$ cat src/rtl/cnn_pkg.sv
// Shared constants and state encoding for the conv1 weight-load path.
package cnn_pkg;

    localparam int unsigned NUM_KERNELS = 8;
    localparam int unsigned KTAPS       = 9;
    localparam int unsigned DATA_W      = 8;
    localparam int unsigned ROM_DEPTH   = NUM_KERNELS * KTAPS;

    typedef enum logic [1:0] {
        IDLE    = 2'd0,
        FETCH   = 2'd1,
        DRAIN   = 2'd2,
        PRESENT = 2'd3
    } state_e;

endpackage

$ cat src/rtl/kernel_tap_regs.sv
// KTAPS x DATA_W register bank written one slot at a time, exposed as a flat bus.
module kernel_tap_regs #(
    parameter int unsigned KTAPS  = 9,
    parameter int unsigned DATA_W = 8,
    parameter int unsigned IDX_W  = 4
) (
    input  logic                    clk,
    input  logic                    rst_n,
    input  logic                    we,
    input  logic [IDX_W-1:0]        idx,
    input  logic [DATA_W-1:0]       din,
    output logic [KTAPS*DATA_W-1:0] flat
);

    logic [DATA_W-1:0] regs_q [KTAPS];

    always_ff @(posedge clk or negedge rst_n) begin
        if (!rst_n) begin
            for (int unsigned i = 0; i < KTAPS; i++) begin
                regs_q[i] <= '0;
            end
        end else if (we && (32'(idx) < KTAPS)) begin
            regs_q[idx] <= din;
        end
    end

    always_comb begin
        flat = '0;
        for (int unsigned i = 0; i < KTAPS; i++) begin
            flat[i*DATA_W +: DATA_W] = regs_q[i];
        end
    end

endmodule

$ cat src/rtl/kernel_load_ctrl.sv
// Sweeps the conv1 weight ROM kernel by kernel and presents each 3x3 tap set
// to the convolution engine behind a valid/ready handshake.
module kernel_load_ctrl #(
    parameter int unsigned NUM_KERNELS = cnn_pkg::NUM_KERNELS,
    parameter int unsigned KTAPS       = cnn_pkg::KTAPS,
    parameter int unsigned DATA_W      = cnn_pkg::DATA_W,
    parameter int unsigned ADDR_W      = 7
) (
    input  logic                    clk,
    input  logic                    rst_n,
    input  logic                    start,
    output logic                    rom_en,
    output logic [ADDR_W-1:0]       rom_addr,
    input  logic [DATA_W-1:0]       rom_data,
    output logic [KTAPS*DATA_W-1:0] k_flat,
    output logic [2:0]              k_id,
    output logic                    k_valid,
    input  logic                    k_ready,
    output logic                    busy,
    output logic                    sweep_done
);
    import cnn_pkg::*;

    localparam int unsigned TAP_W = $clog2(KTAPS);

    state_e            state_q, state_d;
    logic [TAP_W-1:0]  tap_q, tap_d;
    logic [ADDR_W-1:0] base_q, base_d;
    logic [2:0]        k_id_q, k_id_d;
    logic              done_q, done_d;
    logic              cap_en_q;
    logic [TAP_W-1:0]  cap_slot_q;

    always_ff @(posedge clk or negedge rst_n) begin
        if (!rst_n) begin
            state_q    <= IDLE;
            tap_q      <= '0;
            base_q     <= '0;
            k_id_q     <= '0;
            done_q     <= 1'b0;
            cap_en_q   <= 1'b0;
            cap_slot_q <= '0;
        end else begin
            state_q    <= state_d;
            tap_q      <= tap_d;
            base_q     <= base_d;
            k_id_q     <= k_id_d;
            done_q     <= done_d;
            // ROM answers one cycle later, so the slot index trails the read by one
            cap_en_q   <= rom_en;
            cap_slot_q <= tap_q;
        end
    end

    always_comb begin
        state_d = state_q;
        tap_d   = tap_q;
        base_d  = base_q;
        k_id_d  = k_id_q;
        done_d  = 1'b0;
        case (state_q)
            IDLE: begin
                if (start) begin
                    state_d = FETCH;
                    tap_d   = '0;
                    base_d  = '0;
                    k_id_d  = '0;
                end
            end
            FETCH: begin
                if (tap_q == TAP_W'(KTAPS - 1)) begin
                    state_d = DRAIN;
                    tap_d   = '0;
                end else begin
                    tap_d = tap_q + 1'b1;
                end
            end
            DRAIN: state_d = PRESENT;
            PRESENT: begin
                if (k_ready) begin
                    if (k_id_q == 3'(NUM_KERNELS - 1)) begin
                        state_d = IDLE;
                        done_d  = 1'b1;
                    end else begin
                        state_d = FETCH;
                        tap_d   = '0;
                        k_id_d  = k_id_q + 1'b1;
                        base_d  = base_q + ADDR_W'(KTAPS);
                    end
                end
            end
            default: state_d = IDLE;
        endcase
    end

    assign rom_en     = (state_q == FETCH);
    assign rom_addr   = rom_en ? (base_q + ADDR_W'(tap_q)) : '0;
    assign k_valid    = (state_q == PRESENT);
    assign busy       = (state_q != IDLE);
    assign k_id       = k_id_q;
    assign sweep_done = done_q;

    kernel_tap_regs #(
        .KTAPS  (KTAPS),
        .DATA_W (DATA_W),
        .IDX_W  (TAP_W)
    ) u_taps (
        .clk   (clk),
        .rst_n (rst_n),
        .we    (cap_en_q),
        .idx   (cap_slot_q),
        .din   (rom_data),
        .flat  (k_flat)
    );

endmodule

$ cat config.mk
export PLATFORM = sky130hd
export DESIGN_NAME = kernel_load_ctrl
export DESIGN_NICKNAME = d
export VERILOG_FILES = /design/src/rtl/cnn_pkg.sv /design/src/rtl/kernel_tap_regs.sv /design/src/rtl/kernel_load_ctrl.sv
export SDC_FILE = /design/constraint.sdc
export NUM_CORES = 1
export LEC_CHECK = 0
export BUFFER_PORTS_ARGS = -buffer_cell sky130_fd_sc_hd__buf_2
export CAP_MARGIN = 20
export CORE_UTILIZATION = 45
export DETAILED_ROUTE_END_ITERATION = 8
export PLACE_DENSITY_LB_ADDON = 0.08
export SYNTH_ARGS = -nofsm -noshare
export SYNTH_HDL_FRONTEND = slang
export SYNTH_HIERARCHICAL = 1
export SYNTH_SLANG_ARGS = --single-unit
$ cat constraint.sdc
create_clock -name clk -period 2.95 [get_ports clk]
set_input_delay 0 -clock clk [delete_from_list [all_inputs] [get_ports clk]]
set_output_delay 0 -clock clk [all_outputs]
set_load 0.03 [all_outputs]
==> results.txt, run 1 <==
For this run, design rule violations remaining after detail routing come to 0. The initial antenna violation count was 0; the sum of overflow across all layers after global routing was 0. The largest net degree at the start of global routing came out at 67. The fmax was 435 MHz. The number of nets handed over by synthesis was 321. The first detailed-routing pass ran for 4 iterations.

The total of flip-flops plus latches after synthesis was 94. The antenna cell count is 0, and the path depth of the worst reg2reg path is 6. The most used flip-flop cell after synthesis was sky130_fd_sc_hd__dfrtp_1. The aggregate negative setup slack was 0 ns; the first-pass GRT wire length was 13900 µm. Counting every sink on the clock net gives 94. Post-layout utilization of the core: 56.3%. The run gives 2623 as the via count of the first global-routing pass. The share of the cycle needed by the critical path after routing is 77.9%. The worst vdd rail ir drop was 0.421 mV; the area added between synthesis and finish was 20.8%. The filler cells instantiated in the layout total 765.

The run gives 46.7% as the effective utilization at floorplan. Data on the critical path is required at its endpoint by 2.95 ns. Hold timing on the final database bottoms out at a slack of 0.0247 ns. The worst pin sits at a relative slew slack of 43.8%. The synthesized design contains 0 enable-type register cells. TritonCTS built the clock tree.

The tools report the final count of hold timing violations as 0. The initialized floorplan defines 34 standard-cell rows. For the number of instances in the synthesized netlist, the log shows 294. The count of input and output buffers was 97. After clock tree synthesis, the setup repair step added 0 buffers. Setup violations remaining at the end of the flow were counted as 0. Count of nets after finishing: 426. For the weighted congestion at the end of routability-driven global placement, the log shows 0.761. Max-cap violations in this run came to 0. The HPWL after detailed placement is 6020 µm. Slew at the pin closest to its max-slew limit: 0.843 ns. The library cell used most frequently in the layout, excluding fill and tap cells, is sky130_fd_sc_hd__buf_2. The max-slew violation total from the final report was 0.

Setup repair after global routing left no endpoint under its margin. The clock root buffer is sky130_fd_sc_hd__clkbuf_8. The async set-reset flop share out of synthesis came out at 100%.

The worst hold path was traced through 2 stages. Dividing the synthesized area by the synthesized cell count gives 13.8 µm². The logs give 1660 µm² for the area of combinational cells with multiple inputs and 9 for the clock buffer count from CTS. The final non-filler cell area is 4910 µm², and the placed standard-cell area is 4680 µm². Clock period minus worst slack: 2.30 ns. The type of the worst setup path was reg2out. Dividing the detail-routed wire length by the instance count gives 16.3 µm. Measured along the y axis, the die boundary spans 97.1 µm. The share of cells above drive strength 1 came out at 48.0%. In this run the worst path has a maximum fanout of 7. The post-route total power is 4620 µW. The worst setup path is captured at a primary output. For the final routed wirelength across all metal layers, the log shows 8350 µm. The library cells used most frequently in the layout, excluding fill and tap cells, are sky130_fd_sc_hd__buf_2, sky130_fd_sc_hd__dfrtp_1, sky130_fd_sc_hd__mux2_2.

The die is 97.1 µm wide. The Yosys step of the flow raised 6 warnings. Global routing consumed, over all layers together, 18.8% of the routing resources. The run gives 4070 µm² as the cell area after technology mapping. Depth of the CTS H-tree: 3. The min-delay analysis places its worst path in the category in2reg. Total area of sequential cells: 2350 µm². The first routing iteration left 65 violations. The clock arrives with 0.00918 ns of skew. The maximum clock path buffer count is 2, and the clock latency of the later-clocked register in the worst-skew pair is 0.34 ns.

In this run the static leakage power is 0.00236 µW. At the worst endpoint, the arrival time is 2.30 ns. Detailed routing inserted a total of 2646 vias. The tools report the I/O pin count as 98. The power per standard cell area was 940 nW/µm²; the share of the yosys chip area belonging to registers was 57.8%.

The die footprint came out at 9430 µm². The via count normalized by instance count was 5.17. The count of distinct cell types in the synthesized netlist came out at 42. Clock-pin slew was measured on the worst setup and hold paths at 0.09 ns.

The tools report the sort of element at the start of the critical path as a flop. Core region area: 8720 µm². The detail route stage leaves a number of antenna-violating nets equal to 0.

The flow ran to the end, and the final reports show no timing, DRC or antenna violations.
[power by group]
part,internal (µW),switching (µW)
logic,672,1160
clock network,503,437
registers,1620,222
total,2800,1820
[through the flow]
stage               worst slack [ns]  std cells
CTS                            0.625        512
detailed placement              1.01        495
global route                   0.462        512
floorplan                      0.957        294
global placement                1.00        495
finish                         0.653        512
[cells in the mapped netlist (all sizes together) (3+ instances only)]
cell type / instances / area (µm²)
nand3b: 4 / 30.0
nand2: 14 / 52.6
or3: 6 / 42.5
and2: 8 / 50.1
nand3: 3 / 15.0
dfrtp: 94 / 2350
mux2: 73 / 852
inv: 9 / 33.8
a21oi: 6 / 30.0
buf: 4 / 20.0
ha: 14 / 175
a22o: 3 / 26.3
nand2b: 3 / 26.3
o31ai: 4 / 35.0
o21ai: 14 / 70.1
nor2b: 4 / 25.0
nor2: 7 / 31.3
xnor2: 3 / 26.3
[worst max-delay path, stage by stage (launching register included)]
cell                       delay, ns
sky130_fd_sc_hd__dfrtp_1        0.46
sky130_fd_sc_hd__ha_1           0.26
sky130_fd_sc_hd__fa_1           0.42
sky130_fd_sc_hd__a211oi_1       0.24
sky130_fd_sc_hd__or3_1          0.15
sky130_fd_sc_hd__xnor2_1        0.11
sky130_fd_sc_hd__and2_1         0.13
sky130_fd_sc_hd__buf_2          0.19
[path summary, 6_finish.rpt]
check                      slack, ns            start         endpoint
max in group asynchronous       1.89            rst_n  u_taps/flat[68]
setup reg to reg                1.02          k_id[0]         tap_q[3]
min in group asynchronous       0.29            rst_n  u_taps/flat[30]
hold reg to reg                 0.51  u_taps/flat[23]  u_taps/flat[23]
hold / removal                  0.02          k_ready       sweep_done
setup / recovery                0.65         tap_q[0]      rom_addr[6]
[cell families (layout without fill, tap and decap cells)]
group,count (synthesis),count (layout),share of synthesized area [%]
buffers and inverters,15,125,1.51
multiplexers,73,73,20.9
AND/OR/NAND/NOR,56,56,8.09
XOR/XNOR,5,5,1.08
AO/OA/AOI/OAI,36,36,5.78
flip-flops,94,94,57.8
adder cells (fa/ha/maj),15,15,4.80
[sequential cells by signal, indices dropped and copies added, names as in the netlist]
name / cells
state_q: 2
base_q: 7
tap_q: 4
cap_slot_q: 4
cap_en_q: 1
k_id: 3
u_taps/flat: 72
sweep_done: 1
[cell type report]
class	count	area share, %
multi-input combinational	185	33.7
sequential	94	47.9
tap	108	2.75
inverter	9	0.688
clock buffer	11	2.88
timing repair buffer	100	10.4
clock inverter	5	1.68
[repair_timing]
action / CTS / global route
endpoints found under the hold margin: 64 / 0
resized for setup: 0 / 0
hold buffers: 1 / 0
[per-layer routing]
| metal | vias to the layer above | track usage (%) | wire length (µm) |
|---|---|---|---|
| met2 | 62 | 31.0 | 4060 |
| li1 | 1259 | - | - |
| met4 | 0 | 5.51 | 87 |
| met3 | 7 | 3.81 | 301 |
| met5 | - | 0 | 0 |
| met1 | 1318 | 25.3 | 3900 |
No activity file was read; power rests on OpenSTA's default activity.
==> run 2: changes to the inputs <==
==> constraint.sdc (replaced) <==
create_clock -name clk -period 2.1 [get_ports clk]
set_input_delay 0 -clock clk [delete_from_list [all_inputs] [get_ports clk]]
set_output_delay 0 -clock clk [all_outputs]
set_load 0.03 [all_outputs]
==> run 2 against run 1 <==
Compared with the run above:
- sequential cell count unchanged
- combinational power up 48%
- die area unchanged
- power up 44%
- via count up 2.0%
- final cell count up 1.4%
- non-clock buffer count up 7
- critical path type unchanged
- register-to-register slack worse by 0.88 ns
- critical path depth down 1
- sequential share of layout area down 1.2 points
- worst setup slack worse by 0.59 ns
==> results.txt, run 2 (synthesized netlist as in run 1, its figures left out) <==
The data arrival time of the worst path is 2.03 ns (-0.27 ns). The global-route usage over all layers came out at 18.9% (+0.036 points). In this run the worst hold path is classified as in2reg. The run gives 0 (unchanged) as the post-route DRC violation count. The post-DP HPWL is 6000 µm (-0.32%), and the path depth of the worst reg2reg path is 6 (unchanged). Slew at the pin closest to its max-slew limit: 0.622 ns (-0.221 ns). The worst vdd rail ir drop was 0.532 mV (+26%). The tools report the core region area as 8720 µm² (unchanged). The run gives 2.10 ns (-0.85 ns) as the data required time of the critical path.

The worst-case headroom to the max-slew limit is 58.2% (+14 points). STA classifies the critical path startpoint as a flop. The tools report the total vias in the final route as 2698 (+2.0%). The cell sitting at the root of the clock tree is a sky130_fd_sc_hd__clkbuf_8.

I/O pin count: 98 (unchanged). The tools report the number of sinks on the clock net as 94 (unchanged). The logs give 5030 µm² (+2.5%) for the final non-filler cell area and 8560 µm (+2.4%) for the final routed wirelength across all metal layers. The power per standard cell area is 1320 nW/µm² (+40%), and the count of nets after finishing is 433 (+1.6%). For the post-layout utilization of the core, the log shows 57.7% (+1.4 points).

The tools report the initial antenna violation count as 0 (unchanged). Share of the cycle needed by the critical path after routing: 96.8%. The clock latency of the later-clocked register in the worst-skew pair is 0.35 ns (about the same), and the via count of the first global-routing pass is 2557 (-2.5%). The total leakage power was 0.00240 µW (+1.6%); the die footprint was 9430 µm² (unchanged). For the first-pass GRT wire length, the log shows 13900 µm (about the same).

The clock input transition at the sequential cells of the worst setup and hold paths came out at 0.09 ns (about the same). The initial DRC count is 67 (+3.1%), and the register-to-register setup slack is 0.14 ns (-0.88 ns). In this run the critical register-to-register path is launched from k_id[0]. The worst reg2reg path endpoint was tap_q[3]. Leaving out fill and tap cells, the most frequent cells in the layout are sky130_fd_sc_hd__dfrtp_1, sky130_fd_sc_hd__buf_2, sky130_fd_sc_hd__mux2_2.

The share of cells above drive strength 1 is 50.9% (+2.8 points), and the depth of the CTS H-tree is 3 (unchanged). The area added between synthesis and finish came out at 23.7%. The antenna cell count was 0 (unchanged); the largest fanout on the critical path was 6 (-1). The placement row count is 34 (unchanged), and the average wire length per cell after detail routing is 16.5 µm (+1.1%). The critical path starts at tap_q[2]. For the clock buffer count from CTS, the log shows 9 (unchanged).

The number of max-cap violations is 0 (unchanged), and the placed standard-cell area is 4720 µm² (+0.91%). The via count normalized by instance count is 5.20 (+0.59%). The run finished with clean final reports.

The width of the die came out at 97.1 µm (unchanged). The count of input and output buffers works out to 97 (unchanged). Leaving out fill and tap cells, the most frequent cell in the layout is sky130_fd_sc_hd__dfrtp_1. Max-slew violation total from the final report: 0 (unchanged).

The smallest clock period supported by the final layout is computed as 2.03 ns. Launch point of the worst hold path: rom_data[1]. The weighted congestion at the end of routability-driven global placement came out at 0.781 (+2.6%).

The run gives 0 (unchanged) as the final count of hold timing violations. The run gives 95 (+42%) as the largest net degree at the start of global routing. For the number of antenna-violating nets in the routed design, the log shows 0 (unchanged).

The number of detailed-routing iterations run before antenna repair is 4 (unchanged). TritonCTS built the clock tree. The number of flip-flops in the largest register is 72 (unchanged). The maximum clock path buffer count is 2 (unchanged), and the setup-violating endpoint count in the final report is 0 (unchanged).

Setup repair after global routing could not meet its margin everywhere. The effective utilization at floorplan came out at 46.7% (unchanged). The critical path is of the reg2out type. Based on the critical path, the design can be clocked at up to 492 MHz. The critical path ends at rom_addr[6].

The tools report the setup skew after layout as 0.00781 ns (-0.00137 ns). The tools report the endpoint kind of the worst setup timing path as a primary output. The sum of overflow across all layers after global routing was 0 (unchanged). The die boundary height came out at 97.1 µm (unchanged).
## run 2: cell count changes in the layout (fill, tap and decap cells not counted), moves of 2 or more
| cell | change |
|---|---|
| sky130_fd_sc_hd__buf_4 | +7 |
| sky130_fd_sc_hd__a21oi_1 | -2 |
| sky130_fd_sc_hd__ha_1 | -3 |
| sky130_fd_sc_hd__buf_2 | -3 |
| sky130_fd_sc_hd__buf_6 | +2 |
| sky130_fd_sc_hd__a21oi_2 | +2 |
| sky130_fd_sc_hd__ha_2 | +2 |
## run 2: layout make-up
type	instances	area, µm²
inverters	9	33.8
clock buffers	11	151
repair buffers	107	593
clock inverters	5	81.3
well taps	108	135
flip-flops and latches	94	2350
fillers	744	3690
multi-input cells	185	1690
## run 2: routing by layer
metal | vias to the layer above | routed length, µm | global-route usage [%]
met2 | 66 | 4220 | 30.2
met4 | 0 | 77 | 6.20
met5 | - | 0 | 0
met1 | 1358 | 3880 | 25.9
li1 | 1268 | - | -
met3 | 6 | 370 | 3.60
## run 2: worst min path at each step
stage | to | slack [ns] | cells after the start
CTS | sweep_done | 0.01 | 2
floorplan | base_q[0] | -0.30 | 0
finish | u_taps/flat[65] | 0.02 | 2
global route | sweep_done | 0.01 | 2
detailed placement | u_taps/flat[6] | 0.09 | 2
global placement | u_taps/flat[30] | 0.09 | 2
## run 2: metrics by stage
step | std cells | setup WS, ns | hold slack, ns | total power (µW) | TNS (ns)
3_3_place_gp | 499 | 0.230 | 0.0915 | 5240 | 0
6_report | 519 | 0.0667 | 0.0185 | 6630 | 0
2_1_floorplan | 294 | 0.107 | -0.296 | 4480 | 0
4_1_cts | 518 | 0.0144 | 0.0127 | 6670 | 0
5_1_grt | 519 | -0.0352 | 0.0130 | 7000 | -0.0422
3_5_place_dp | 499 | 0.173 | 0.0877 | 5300 | 0
## run 2: what timing repair did
item | 4_1_cts | 5_1_grt
pin swaps | 8 | 5
gates resized for setup | 8 | 6
setup buffers | 2 | 1
hold buffers | 1 | 0
hold endpoints to repair | 94 | 0
setup endpoints to repair | 2 | 4
## run 2: power by group
| part | internal, µW | total, µW | switching, µW |
|---|---|---|---|
| combinational | 1010 | 2700 | 1690 |
| clock | 736 | 1350 | 612 |
| sequential | 2280 | 2580 | 298 |
| total | 4030 | 6630 | 2600 |
## run 2: critical path, cell delays in order, from the launching register on
cell                       delay, ns
sky130_fd_sc_hd__dfrtp_1        0.47
sky130_fd_sc_hd__ha_2           0.41
sky130_fd_sc_hd__a211oi_2       0.07
sky130_fd_sc_hd__or3_1          0.32
sky130_fd_sc_hd__xnor2_1        0.13
sky130_fd_sc_hd__and2_1         0.15
sky130_fd_sc_hd__buf_6          0.13
